===== config.mk =====
export PLATFORM = sky130hd
export DESIGN_NAME = cla_adder_pipe
export DESIGN_NICKNAME = d
export VERILOG_FILES = /design/src/rtl/cla_pkg.sv /design/src/rtl/cla_group.sv /design/src/rtl/cla_adder_pipe.sv
export SDC_FILE = /design/constraint.sdc
export NUM_CORES = 1
export LEC_CHECK = 0
export ABC_AREA = 0
export BUFFER_PORTS_ARGS = -buffer_cell sky130_fd_sc_hd__buf_2
export CELL_PAD_IN_SITES_DETAIL_PLACEMENT = 0
export CELL_PAD_IN_SITES_GLOBAL_PLACEMENT = 1
export CORE_MARGIN = 3
export CORE_UTILIZATION = 47
export CTS_CLUSTER_DIAMETER = 80
export DETAILED_ROUTE_END_ITERATION = 10
export PLACE_DENSITY_LB_ADDON = 0.25
export SLEW_MARGIN = 20
export SYNTH_ARGS = -nofsm -noshare
export SYNTH_HDL_FRONTEND = slang
export SYNTH_HIERARCHICAL = 1
export SYNTH_SLANG_ARGS = --single-unit

===== constraint.sdc =====
create_clock -name clk -period 6.9 [get_ports clk]
set_clock_uncertainty 0.15 [all_clocks]
set_input_delay 1.035 -clock clk [delete_from_list [all_inputs] [get_ports clk]]
set_output_delay 1.035 -clock clk [all_outputs]
set_load 0.1 [all_outputs]

===== src/rtl/cla_pkg.sv =====
// Shared types and helpers for the pipelined carry-lookahead adder.
// Holds default geometry, the per-bit generate/propagate pair and the group P/G reduction.
package cla_pkg;

    localparam int CLA_N     = 16;
    localparam int CLA_GROUP = 4;

    typedef struct packed {
        logic p;
        logic g;
    } pg_t;

    // Reduce the low w bits of p/g to a single group propagate/generate pair.
    function automatic pg_t group_pg(input logic [63:0] p, input logic [63:0] g, input int w);
        pg_t r;
        r.p = 1'b1;
        r.g = 1'b0;
        for (int i = 0; i < 64; i++) begin
            if (i < w) begin
                r.g = g[i] | (p[i] & r.g);
                r.p = r.p & p[i];
            end
        end
        return r;
    endfunction

endpackage


===== src/rtl/cla_group.sv =====
// Combinational GROUP-bit lookahead cell: carries into each bit plus group P/G.
module cla_group
    import cla_pkg::*;
#(
    parameter int GROUP = CLA_GROUP
) (
    input  logic [GROUP-1:0] p,
    input  logic [GROUP-1:0] g,
    input  logic             cin,
    output logic [GROUP-1:0] c,
    output logic             gp,
    output logic             gg
);

    pg_t  grp;
    logic term;
    logic prod;

    // Each carry is a flat sum-of-products over the lower bits and cin.
    always_comb begin
        c    = '0;
        term = 1'b0;
        prod = 1'b1;
        for (int i = 0; i < GROUP; i++) begin
            term = 1'b0;
            prod = 1'b1;
            for (int j = i - 1; j >= 0; j--) begin
                term = term | (prod & g[j]);
                prod = prod & p[j];
            end
            c[i] = term | (prod & cin);
        end
    end

    always_comb begin
        grp = group_pg(64'(p), 64'(g), GROUP);
        gp  = grp.p;
        gg  = grp.g;
    end

endmodule


===== src/rtl/cla_adder_pipe.sv =====
// Two-stage pipelined carry-lookahead adder/subtractor with valid/ready on both sides.
// Optional macro CLA_ADDER_SATURATE_EN adds a per-beat sat input that clamps on signed overflow.
module cla_adder_pipe
    import cla_pkg::*;
#(
    parameter int N     = CLA_N,
    parameter int GROUP = CLA_GROUP
) (
    input  logic         clk,
    input  logic         rst_n,
    input  logic         in_valid,
    output logic         in_ready,
    input  logic [N-1:0] a,
    input  logic [N-1:0] b,
    input  logic         cin,
    input  logic         sub,
`ifdef CLA_ADDER_SATURATE_EN
    input  logic         sat,
`endif
    output logic         out_valid,
    input  logic         out_ready,
    output logic [N-1:0] sum,
    output logic         cout,
    output logic         ovf
);

    localparam int NG = N / GROUP;

    logic s2_adv, s1_adv, accept, s2_load;

    logic          s1_valid_q, s1_valid_d;
    logic          s2_valid_q, s2_valid_d;
    pg_t [N-1:0]   s1_pg_q, s1_pg_d;
    logic          s1_c0_q, s1_c0_d;
    logic [NG-1:0] s1_gp_q, s1_gp_d;
    logic [NG-1:0] s1_gg_q, s1_gg_d;
    logic          s1_as_q, s1_as_d;
    logic          s1_bs_q, s1_bs_d;
`ifdef CLA_ADDER_SATURATE_EN
    logic          s1_sat_q, s1_sat_d;
`endif
    logic [N-1:0]  sum_q, sum_d;
    logic          cout_q, cout_d;
    logic          ovf_q, ovf_d;

    logic [N-1:0]  b_eff, p_new, g_new;
    logic [NG-1:0] gp_new, gg_new;
    logic [N-1:0]  s1_p, s1_g, carry, sum_raw;
    logic [NG:0]   gc;
    logic          ovf_raw;
    logic [NG-1:0] inst_gp_unused, inst_gg_unused;
    pg_t           grp;

    always_comb begin
        s2_adv  = !s2_valid_q || out_ready;
        s1_adv  = !s1_valid_q || s2_adv;
        in_ready = s1_adv;
        accept  = in_valid && s1_adv;
        s2_load = s2_adv && s1_valid_q;
    end

    // Stage 1: per-bit and per-group P/G so S2 only has the carry tree left.
    always_comb begin
        b_eff = sub ? ~b : b;
        p_new = a ^ b_eff;
        g_new = a & b_eff;
        grp   = '0;
        for (int k = 0; k < NG; k++) begin
            grp       = group_pg(64'(p_new[k*GROUP +: GROUP]), 64'(g_new[k*GROUP +: GROUP]), GROUP);
            gp_new[k] = grp.p;
            gg_new[k] = grp.g;
        end
    end

    always_comb begin
        s1_valid_d = s1_adv ? accept : s1_valid_q;
        s1_pg_d    = s1_pg_q;
        s1_c0_d    = s1_c0_q;
        s1_gp_d    = s1_gp_q;
        s1_gg_d    = s1_gg_q;
        s1_as_d    = s1_as_q;
        s1_bs_d    = s1_bs_q;
`ifdef CLA_ADDER_SATURATE_EN
        s1_sat_d   = s1_sat_q;
`endif
        if (accept) begin
            for (int i = 0; i < N; i++) begin
                s1_pg_d[i].p = p_new[i];
                s1_pg_d[i].g = g_new[i];
            end
            s1_c0_d = sub | cin;
            s1_gp_d = gp_new;
            s1_gg_d = gg_new;
            s1_as_d = a[N-1];
            s1_bs_d = b_eff[N-1];
`ifdef CLA_ADDER_SATURATE_EN
            s1_sat_d = sat;
`endif
        end
    end

    // Stage 2: lookahead across groups, then carries inside each group.
    always_comb begin
        for (int i = 0; i < N; i++) begin
            s1_p[i] = s1_pg_q[i].p;
            s1_g[i] = s1_pg_q[i].g;
        end
        gc[0] = s1_c0_q;
        for (int k = 0; k < NG; k++) begin
            gc[k+1] = s1_gg_q[k] | (s1_gp_q[k] & gc[k]);
        end
    end

    for (genvar k = 0; k < NG; k++) begin : g_grp
        cla_group #(.GROUP(GROUP)) u_grp (
            .p   (s1_p[k*GROUP +: GROUP]),
            .g   (s1_g[k*GROUP +: GROUP]),
            .cin (gc[k]),
            .c   (carry[k*GROUP +: GROUP]),
            .gp  (inst_gp_unused[k]),
            .gg  (inst_gg_unused[k])
        );
    end

    always_comb begin
        sum_raw = s1_p ^ carry;
        // Like-signed operands with a differently-signed result; same as c[N-1]^c[N].
        ovf_raw = (s1_as_q == s1_bs_q) && (sum_raw[N-1] != s1_as_q);
        s2_valid_d = s2_adv ? s1_valid_q : s2_valid_q;
        sum_d  = sum_q;
        cout_d = cout_q;
        ovf_d  = ovf_q;
        if (s2_load) begin
            sum_d  = sum_raw;
            cout_d = gc[NG];
            ovf_d  = ovf_raw;
`ifdef CLA_ADDER_SATURATE_EN
            if (s1_sat_q && ovf_raw)
                sum_d = s1_as_q ? {1'b1, {(N-1){1'b0}}} : {1'b0, {(N-1){1'b1}}};
`endif
        end
    end

    always_ff @(posedge clk or negedge rst_n) begin
        if (!rst_n) begin
            s1_valid_q <= 1'b0;
            s2_valid_q <= 1'b0;
            s1_pg_q    <= '0;
            s1_c0_q    <= 1'b0;
            s1_gp_q    <= '0;
            s1_gg_q    <= '0;
            s1_as_q    <= 1'b0;
            s1_bs_q    <= 1'b0;
`ifdef CLA_ADDER_SATURATE_EN
            s1_sat_q   <= 1'b0;
`endif
            sum_q      <= '0;
            cout_q     <= 1'b0;
            ovf_q      <= 1'b0;
        end else begin
            s1_valid_q <= s1_valid_d;
            s2_valid_q <= s2_valid_d;
            s1_pg_q    <= s1_pg_d;
            s1_c0_q    <= s1_c0_d;
            s1_gp_q    <= s1_gp_d;
            s1_gg_q    <= s1_gg_d;
            s1_as_q    <= s1_as_d;
            s1_bs_q    <= s1_bs_d;
`ifdef CLA_ADDER_SATURATE_EN
            s1_sat_q   <= s1_sat_d;
`endif
            sum_q      <= sum_d;
            cout_q     <= cout_d;
            ovf_q      <= ovf_d;
        end
    end

    assign out_valid = s2_valid_q;
    assign sum       = sum_q;
    assign cout      = cout_q;
    assign ovf       = ovf_q;

endmodule


# Yosys cells after proc, flatten, opt, wreduce, memory -nomap -nowiden
# Index checks and enable logic that the tools add are counted.
# word_totals
regBits	59
elab_cells	157
# op_classes
eq_ne	2
mux	1
n_bitwise	109
n_reduce_logical	7
# op_table
cell	n
$and A1 B1 Y1	64
$or A1 B1 Y1	41
$xor A16 B16 Y16	2
$and A16 B16 Y16	1
$mux W16	1
$not A16 Y16	1
$logic_and A1 B1 Y1	3
$logic_not A1 Y1	2
$logic_or A1 B1 Y1	2
$eq A1 B1 Y1	1
$ne A1 B1 Y1	1

# Longest topological paths before layout
# Gate-level depths: netlist of run 1.
# depth
depth_word	11
depth_mapped	10
ltp_nobuf	10

# Cells and area by module
# Netlist of run 1, hierarchy kept.
# modules_own_cells
module	n_inst	cells_each	area_per_inst_um2	seq_area_each_um2
cla_adder_pipe	1	246	2956.6	1576.5
cla_group	4	11	65.1	0.0

# Least setup slack after synthesis of run 1
# No wires, ideal clock.
# synth_path
path_kind	register -> output
start	register s2_valid_q, in the netlist out_valid
end	output port in_ready
arrival_time_ns	1.653
required_ns	5.715
setup_slack_ns	4.062
stages_incl_launch_ff	2
n_path_buf	0
cell_sequence	dfrtp_1 -> nand3b_2
# synth_via
elab_chain_len	3
# synth_lines
element	line	rtl
from (decl)	cla_adder_pipe.sv:32	logic s2_valid_q, s2_valid_d;
from (signal assigned)	cla_adder_pipe.sv:162	s2_valid_q <= s2_valid_d;
$logic_not A1 Y1	cla_adder_pipe.sv:55	s2_adv = !s2_valid_q || out_ready;
$logic_or A1 B1 Y1	cla_adder_pipe.sv:55	
$logic_or A1 B1 Y1	cla_adder_pipe.sv:56	s1_adv = !s1_valid_q || s2_adv;
to (decl)	cla_adder_pipe.sv:12	output logic in_ready,
# No other way between the ends.

# Final worst setup path of run 1
# layout_path
start	input port out_ready
end	output port in_ready
# layout_via
elab_chain_len	2
# layout_lines
element	line	rtl
from (decl)	cla_adder_pipe.sv:21	input logic out_ready,
$logic_or A1 B1 Y1	cla_adder_pipe.sv:55	
$logic_or A1 B1 Y1	cla_adder_pipe.sv:56	
# No other way between the ends.

==> impl_metrics.csv, run 1 <==
group,metric,value,unit
detailed_routing,wl_per_cell,13.66,µm
logic_synthesis,synth_area,2967,µm²
setup_path,worst-path-buf-inv,2,
cts,cts.sinks,59,
grt,grt_pass1_wl,9308,µm
setup_path,rrSetupSlack,4.41,ns
placed_design,dpl.hpwl,3742,µm
outcome,status,"complete, no violations",
setup_path,worstSetupPathDepth,3,
setup_path,cpMostUsedCell,"buf_2",
die,initial_core_util,49.23,%
cts,root_buffer,"clkbuf_8",
cts,htree_levels,3,
sta,rsz0062_at_grt,"false",
run,maxCapViolCount,0,
finish,area_growth,16.32,%
setup_path,arrival,1.71,ns
power,leakage,1.712,nW
logic_synthesis,ys_warn_count,6,
detailed_routing,drcViolationCount,0,
die,die_area,7301,µm²
die,io_pins,58,
sta,setup_viol,0,
die,fp.dieH,85.45,µm
cts,cts_resized,0,
grt,grt_pass1_vias,2042,
logic_synthesis,synth.avg_cell_area,11.50,µm²
sta,setup_slack,4.002,ns
detailed_routing,wirelength,5354,µm
grt,grt-ovfl-total,0,
sta,report.final.slew_viol_count,0,
detailed_routing,ant_nets,0,
setup_path,crit_type,"in2out",
setup_path,crit_required,5.71,ns
sta,tightest_slew,1.011,ns
logic_synthesis,syn-instance-count,258,
setup_path,cp_cell_sequence,"buf_2 -> nand3b_2 -> buf_2",
grt,grt_max_degree,60,
power,total_power,1.400,mW
power,ir_drop,0.1836,mV
detailed_routing,drt-pass1-iter-count,4,
detailed_routing,vias,1994,
cts,clock_path_buffers,2,
cts,clk_pin_slew,0.06,ns
setup_path,r2r-start,"s1_c0_q",
grt,grt_usage,16.33,%
die,coreArea,6026,µm²
setup_path,critPathCaptureType,"output pin",
sta,hold_violations,0,
cts,clock_latency,0.33,ns
setup_path,worstSetupStartpointType,"input port",
setup_path,cp_max_fo,3,
finish,drive_gt1_share,23.66,%
placed_design,pre_cts_ws,3.996,ns
cts,numCtsBuffers,9,
die,die_x,85.45,µm
cts,holdBufCountCts,0,
setup_path,rr_worst_depth,10,
power,power.density,405.8,nW/µm²
setup_path,max_stage_delay,0.44,ns
sta,min_period,2.898,ns
worst_hold_path,hold_path.class,"reg2reg",
die,row_count,28,
placed_design,gp_congestion,0.7157,
setup_path,critPathSlowestCell,"buf_2",
sta,slew_headroom,32.45,%
sta,fmax,345.0,MHz
finish,nFillCells,549,
sta,tns,0,ns
setup_path,cp-startpoint,"out_ready",
placed_design,io_buffers,57,
grt,antenna_found_initial,0,
finish,final_nets,367,
finish,n_antenna_cell,0,
detailed_routing,viasPerCell,5.087,
detailed_routing,drt_iter0_markers,51,
setup_path,endpoint,"in_ready",
setup_path,critPathTopFamily,"buffers and inverters",
setup_path,r2r_end,"ovf",
cts,postCtsSetupBuffers,0,
cts,cts_tree,"done",
logic_synthesis,syn-num-nets,312,
sta,period_share,42.00,%
-- final cells by class --
cell class | instances | area (µm²) | share of cell area [%]
inverters | 2 | 7.507 | 0.2175
clock inverters | 1 | 5.005 | 0.1450
flip-flops and latches | 59 | 1476 | 42.78
multi-input cells | 183 | 1383 | 40.07
well taps | 75 | 93.84 | 2.719
clock buffers | 14 | 192.7 | 5.584
repair buffers | 58 | 292.8 | 8.484
-- registers in the layout, summed over array words and instances, names as in the netlist --
| name | count |
|---|---|
| s1_gp_q | 4 |
| out_valid | 1 |
| s1_valid_q | 1 |
| ovf | 1 |
| s1_p | 16 |
| cout | 1 |
| s1_c0_q | 1 |
| sum | 16 |
| s1_g | 12 |
| s1_gg_q | 4 |
| s1_as_q | 1 |
| s1_bs_q | 1 |
-- power breakdown --
part	internal, mW	total, mW	switching, mW
logic	0.146	0.606	0.461
registers	0.434	0.490	0.0560
clock network	0.177	0.303	0.126
total	0.757	1.40	0.643
-- through the flow --
| step | util (%) | std cells | hold slack (ns) | area [µm²] |
|---|---|---|---|---|
| 2_1_floorplan | - | 258 | 0.3002 | 2967 |
| 3_3_place_gp | 53.99 | 377 | 0.3061 | 3253 |
| 3_5_place_dp | 53.99 | 377 | 0.3151 | 3253 |
| 4_1_cts | 57.27 | 392 | 0.3288 | 3451 |
| 5_1_grt | 57.27 | 392 | 0.3440 | 3451 |
| 6_report | 57.27 | 392 | 0.3202 | 3451 |
-- worst reg2reg max path: cells and delay by family, from the launching register on --
kind	cells	cell delay [ns]
compound gates	6	1.25
xor+xnor	1	0.24
buf+inv	1	0.11
flops	1	0.42
simple gates	2	0.23
-- cell usage in the layout (no fill, tap or decap) --
cell       count
dfrtp_1       59
buf_2         57
nand2_1       32
mux2_1        30
o21ai_0       23
xor2_1        16
xnor2_1       16
ha_1          16
a21o_1        14
clkbuf_8      14
a21oi_1        7
nor2_1         6
nand4_1        4
a31o_1         4
nand2b_1       3
a211oi_1       3
inv_1          2
o21ai_1        2
nand3b_2       1
nand2_2        1
and3_1         1
nor3_1         1
a41o_1         1
o31ai_1        1
a2111oi_0      1
clkinv_2       1
buf_4          1
-- metal layers --
metal	up-vias	track usage [%]	wire length [µm]	share of wire [%]
li1	1006	-	-	-
met1	933	20.95	2517	47
met2	46	25.71	2439	46
met3	9	3.689	287	5.4
met4	0	8.633	110	2.1
met5	-	0	0	0
-- worst min-delay path by stage --
| stage | startpoint | endpoint | slack [ns] | cells past startpoint |
|---|---|---|---|---|
| after floorplan | s1_gp_q[1] | s1_gp_q[1] | 0.30 | 2 |
| after global placement | ovf | ovf | 0.31 | 2 |
| after detailed placement | sum[5] | sum[5] | 0.32 | 2 |
| after CTS | sum[15] | sum[15] | 0.33 | 2 |
| after global routing | sum[3] | sum[3] | 0.34 | 2 |
| final | sum[2] | sum[2] | 0.32 | 2 |
Power figures use the tool's default switching activity.
==> run 2, diff against run 1 <==
--- a/config.mk
+++ b/config.mk
@@ -10,7 +10,7 @@
 export CELL_PAD_IN_SITES_DETAIL_PLACEMENT = 0
 export CELL_PAD_IN_SITES_GLOBAL_PLACEMENT = 1
 export CORE_MARGIN = 3
-export CORE_UTILIZATION = 47
+export CORE_UTILIZATION = 44
 export CTS_CLUSTER_DIAMETER = 80
 export DETAILED_ROUTE_END_ITERATION = 10
 export PLACE_DENSITY_LB_ADDON = 0.25
==> constraint.sdc (replaced) <==
create_clock -name clk -period 3 [get_ports clk]
set_clock_uncertainty 0.15 [all_clocks]
set_input_delay 0.45 -clock clk [delete_from_list [all_inputs] [get_ports clk]]
set_output_delay 0.45 -clock clk [all_outputs]
set_load 0.1 [all_outputs]
==> impl_metrics.csv, run 2 (synthesis results as in run 1) <==
group,metric,value,unit
outcome,status,"complete, no violations",
detailed_routing,wl_per_cell,14.09,µm
sta,fmax,412.7,MHz
grt,grt_pass1_wl,9425,µm
power,p_clk_share,24.2,%
die,io_pins,58,
cts,postCtsSetupBuffers,0,
setup_path,rrSetupSlack,0.58,ns
grt,antenna_found_initial,0,
cts,numCtsBuffers,9,
grt,grt_most_used_layer,"met2",
sta,rsz0062_at_grt,"false",
finish,final_nets,371,
power,switching_share,45.41,%
sta,tightest_slew,0.5564,ns
detailed_routing,drt-pass1-iter-count,4,
cts,clock_latency,0.33,ns
setup_path,rr_worst_depth,10,
die,die_x,88.11,µm
grt,grt-ovfl-total,0,
grt,grt_usage,15.97,%
die,coreArea,6459,µm²
worst_hold_path,whs_path_depth,2,
grt,grt_util_met3,3.481,%
finish,n_antenna_cell,0,
cts,root_buffer,"clkbuf_8",
grt,met1_usage,21.01,%
cts,cts_resized,0,
power,power.switching,1.523,mW
cts,clock_path_buffers,2,
detailed_routing,drt_iter0_markers,35,
power,ir_drop,0.3986,mV
setup_path,crit_required,3.09,ns
placed_design,io_buffers,57,
finish,layout_common_cells,"59 x dfrtp_1, 57 x buf_2, 32 x nand2_1, 30 x mux2_1, 23 x o21ai_0",
cts,holdBufCountCts,1,
finish,area_growth,18.89,%
sta,hold_violations,0,
die,initial_core_util,45.93,%
setup_path,worstSetupStartpointType,"register",
power,power.density,950.8,nW/µm²
sta,min_period,2.423,ns
finish,layout_commonest_cell,"dfrtp_1",
grt,use_met2,25.41,%
detailed_routing,vias,2049,
detailed_routing,wirelength,5621,µm
worst_hold_path,hold_path.class,"in2reg",
sta,setup_viol,0,
sta,slew_headroom,62.90,%
setup_path,arrival,2.52,ns
cts,cts.sinks,59,
worst_hold_path,hold-path-endpoint,"s1_valid_q",
detailed_routing,ant_nets,0,
power,p_seq_share,33.8,%
setup_path,r2r-start,"s1_c0_q",
placed_design,gp_congestion,0.7290,
setup_path,r2r_end,"ovf",
cts,clk_pin_slew,0.07,ns
power,comb_power_share,42.1,%
grt,grt_pass1_vias,1986,
setup_path,cp_max_fo,4,
worst_hold_path,worstHoldStart,"in_valid",
detailed_routing,drcViolationCount,0,
run,maxCapViolCount,0,
detailed_routing,viasPerCell,5.135,
power,leakage,1.740,nW
power,total_power,3.353,mW
setup_path,critPathCaptureType,"register",
placed_design,dpl.hpwl,4177,µm
die,die_area,7763,µm²
sta,period_share,80.77,%
die,fp.dieH,88.11,µm
cts,cts_tree,"done",
grt,grt_max_degree,32,
sta,tns,0,ns
cts,htree_levels,3,
finish,drive_gt1_share,24.53,%
sta,report.final.slew_viol_count,0,
power,power.internal,1.831,mW
setup_path,cp-startpoint,"s1_c0_q",
die,row_count,29,
setup_path,crit_type,"reg2reg",
## run 2: through the flow
| step | hold WS, ns | util [%] | cells | worst slack (ns) | cell area (µm²) |
|---|---|---|---|---|---|
| after floorplan | 0.004409 | - | 258 | 0.2086 | 2967 |
| after global placement | 0.3060 | 50.95 | 382 | 0.6256 | 3291 |
| after detailed placement | 0.3167 | 50.95 | 382 | 0.5858 | 3291 |
| after CTS | 0.1891 | 54.61 | 399 | 0.5667 | 3527 |
| after global routing | 0.2004 | 54.61 | 399 | 0.3923 | 3527 |
| final | 0.1946 | 54.61 | 399 | 0.5769 | 3527 |
## run 2: worst max path at each step
stage               to  slack, ns  depth (start not counted)
2_1_floorplan  s1_as_q       0.21                          4
3_3_place_gp       ovf       0.63                         10
3_5_place_dp       ovf       0.59                         10
4_1_cts            ovf       0.57                         10
5_1_grt            ovf       0.39                         10
6_report           ovf       0.58                         10
## run 2: final cells by class
| type | instances | area, µm² |
|---|---|---|
| clock buffer | 10 | 137.6 |
| fill | 610 | 2932 |
| tap | 77 | 96.34 |
| timing repair buffer | 62 | 337.8 |
| sequential | 59 | 1476 |
| multi-input combinational | 183 | 1383 |
| clock inverter | 6 | 88.84 |
| inverter | 2 | 7.507 |
## run 2: critical path, stage by stage, from the launching register on
cell	delay, ns
dfrtp_1	0.42
a21o_1	0.21
a21oi_1	0.20
inv_1	0.11
a21o_1	0.21
a21o_1	0.22
a31o_1	0.23
xnor2_1	0.22
and3_1	0.18
nor2_1	0.04
o21ai_0	0.14
## run 2: power by group through the flow
| stage | clock [mW] | sequential (mW) | combinational, mW |
|---|---|---|---|
| 2_1_floorplan | 0 | 1.88 | 0.439 |
| 3_3_place_gp | 0 | 1.14 | 1.41 |
| 3_5_place_dp | 0 | 1.15 | 1.42 |
| 4_1_cts | 0.829 | 1.14 | 1.43 |
| 5_1_grt | 0.865 | 1.16 | 1.51 |
| 6_report | 0.810 | 1.13 | 1.41 |
## run 2: per-layer routing
layer | wire length, µm | vias up
met5 | 0 | -
met4 | 107 | 0
met2 | 2567 | 51
met1 | 2688 | 970
met3 | 258 | 10
li1 | - | 1018
==> run 3, diff against run 2 <==
--- a/config.mk
+++ b/config.mk
@@ -10,7 +10,7 @@
 export CELL_PAD_IN_SITES_DETAIL_PLACEMENT = 0
 export CELL_PAD_IN_SITES_GLOBAL_PLACEMENT = 1
 export CORE_MARGIN = 3
-export CORE_UTILIZATION = 44
+export CORE_UTILIZATION = 40
 export CTS_CLUSTER_DIAMETER = 80
 export DETAILED_ROUTE_END_ITERATION = 10
 export PLACE_DENSITY_LB_ADDON = 0.25
==> constraint.sdc (replaced) <==
create_clock -name clk -period 2 [get_ports clk]
set_clock_uncertainty 0.15 [all_clocks]
set_input_delay 0.3 -clock clk [delete_from_list [all_inputs] [get_ports clk]]
set_output_delay 0.3 -clock clk [all_outputs]
set_load 0.1 [all_outputs]
==> impl_metrics.csv, run 3 (synthesis results as in run 1) <==
group,metric,value,unit
grt,grt_max_degree,60,
finish,n_antenna_cell,0,
finish,final_nets,383,
detailed_routing,ant_nets,0,
setup_path,critPathCaptureType,"register",
worst_hold_path,hold-path-endpoint,"s1_valid_q",
sta,holdWs,0.04462,ns
detailed_routing,drt-pass1-iter-count,6,
finish,drive_gt1_share,27.25,%
grt,grt-ovfl-total,0,
grt,grt_usage,14.63,%
finish,nFillCells,678,
sta,report.final.slew_viol_count,0,
setup_path,worst-path-buf-inv,1,
sta,tns,-0.1272,ns
worst_hold_path,worstHoldStart,"in_valid",
power,total_power,4.848,mW
finish,finalNonFillerCells,430,
cts,cts.sinks,59,
sta,hold_violations,0,
cts,cts_tree,"done",
setup_path,cp-startpoint,"s1_c0_q",
die,initial_core_util,42.49,%
setup_path,cpMostUsedCell,"a21o_1",
outcome,violations,"setup timing",
sta,setup_viol,3,
placed_design,io_buffers,57,
sta,fmax,483.0,MHz
sta,slew_headroom,66.76,%
die,row_count,30,
setup_path,cp_cell_sequence,"a21o_1 -> a21oi_2 -> inv_1 -> a21o_1 -> a21o_1 -> a31o_1 -> xnor2_2 -> and3_1 -> nor2_1 -> o21ai_1",
cts,clock_latency,0.33,ns
die,io_pins,58,
worst_hold_path,whs_path_depth,2,
detailed_routing,wl_per_cell,13.08,µm
power,ir_drop,1.227,mV
sta,min_period,2.071,ns
die,fp.dieH,92.12,µm
finish,layout_common_cells,"58 x dfrtp_1, 57 x buf_2, 32 x nand2_1, 30 x mux2_1, 22 x o21ai_0",
power,leakage,1.803,nW
placed_design,dp.cells,410,
sta,tightest_slew,0.5020,ns
detailed_routing,viasPerCell,4.774,
setup_path,r2r-start,"s1_c0_q",
setup_path,crit_required,2.06,ns
finish,layout_commonest_cell,"dfrtp_1",
finish,multi_input_area,1403,µm²
cts,clock_path_buffers,2,
placed_design,pre_cts_ws,-0.1082,ns
sta,period_share,103.5,%
cts,root_buffer,"clkbuf_8",
setup_path,rrSetupSlack,-0.07,ns
die,die_x,92.12,µm
setup_path,r2r_end,"ovf",
setup_path,critPathTopFamily,"compound AO/OA/AOI/OAI gates",
grt,grt_pass1_vias,2111,
outcome,status,"finished with violations",
setup_path,arrival,2.13,ns
placed_design,gp_congestion,0.7262,
detailed_routing,drcViolationCount,0,
detailed_routing,drt_iter0_markers,48,
cts,numCtsBuffers,9,
placed_design,dpl.hpwl,4124,µm
setup_path,crit_type,"reg2reg",
detailed_routing,wirelength,5623,µm
grt,grt_pass1_wl,9666,µm
sta,setup_slack,-0.07060,ns
cts,clk_pin_slew,0.06,ns
worst_hold_path,hold_path.class,"in2reg",
run,maxCapViolCount,0,
die,coreArea,6982,µm²
sta,rsz0062_at_grt,"true",
finish,area_growth,22.69,%
finish,register_area,1480,µm²
setup_path,rr_worst_depth,10,
grt,antenna_found_initial,0,
setup_path,worstSetupStartpointType,"register",
cts,htree_levels,3,
power,power.density,1332,nW/µm²
detailed_routing,vias,2053,
setup_path,cp_max_fo,3,
setup_path,critPathSlowestCell,"dfrtp_1",
die,die_area,8486,µm²
setup_path,max_stage_delay,0.37,ns
-- run 3: what timing repair did --
action                                 CTS  global route
endpoints found under the hold margin   59             0
hold buffers                             1             0
setup endpoints to repair                1             4
pin swaps                                0             2
setup buffers                            0             3
resized for setup                        1             1
-- run 3: layout make-up --
class                   instances  share of cell area [%]
clock buffers                  14                   4.469
clock inverters                 2                  0.2750
inverters                       2                  0.2063
multi-input cells             183                   38.54
flip-flops and latches         59                   40.67
well taps                      96                   3.300
repair buffers                 74                   12.55
-- run 3: metal layers --
layer / vias up / track usage (%) / share of wire, %
li1: 1042 / - / -
met1: 963 / 18.54 / 47
met4: 0 / 5.569 / 1.3
met5: - / 0 / 0
met3: 9 / 4.922 / 5.1
met2: 39 / 23.11 / 46
-- run 3: power breakdown --
| group | switching, mW | internal (mW) | total [mW] | leakage (nW) |
|---|---|---|---|---|
| clock network | 0.435 | 0.515 | 0.949 | 0.0905 |
| registers | 0.194 | 1.50 | 1.69 | 0.721 |
| logic | 1.61 | 0.590 | 2.20 | 0.991 |
-- run 3: worst max path at each step --
stage | end | slack [ns] | cells after the start
after floorplan | ovf | -0.004 | 10
after global placement | ovf | -0.09 | 10
after detailed placement | ovf | -0.11 | 10
after CTS | ovf | -0.1 | 10
after global routing | ovf | -0.21 | 10
final | ovf | -0.07 | 10
-- run 3: worst reg2reg max path, delay by kind of cell (launching register included) --
kind	cells	cell delay, ns
simple gates	2	0.24
xor+xnor	1	0.14
flops	1	0.37
buf+inv	1	0.08
compound gates	6	0.99
-- run 3: stage by stage --
stage               instance area, µm²  util [%]
floorplan                         2983         -
global placement                  3423     49.03
detailed placement                3423     49.03
CTS                               3613     51.76
global route                      3640     52.13
finish                            3640     52.13
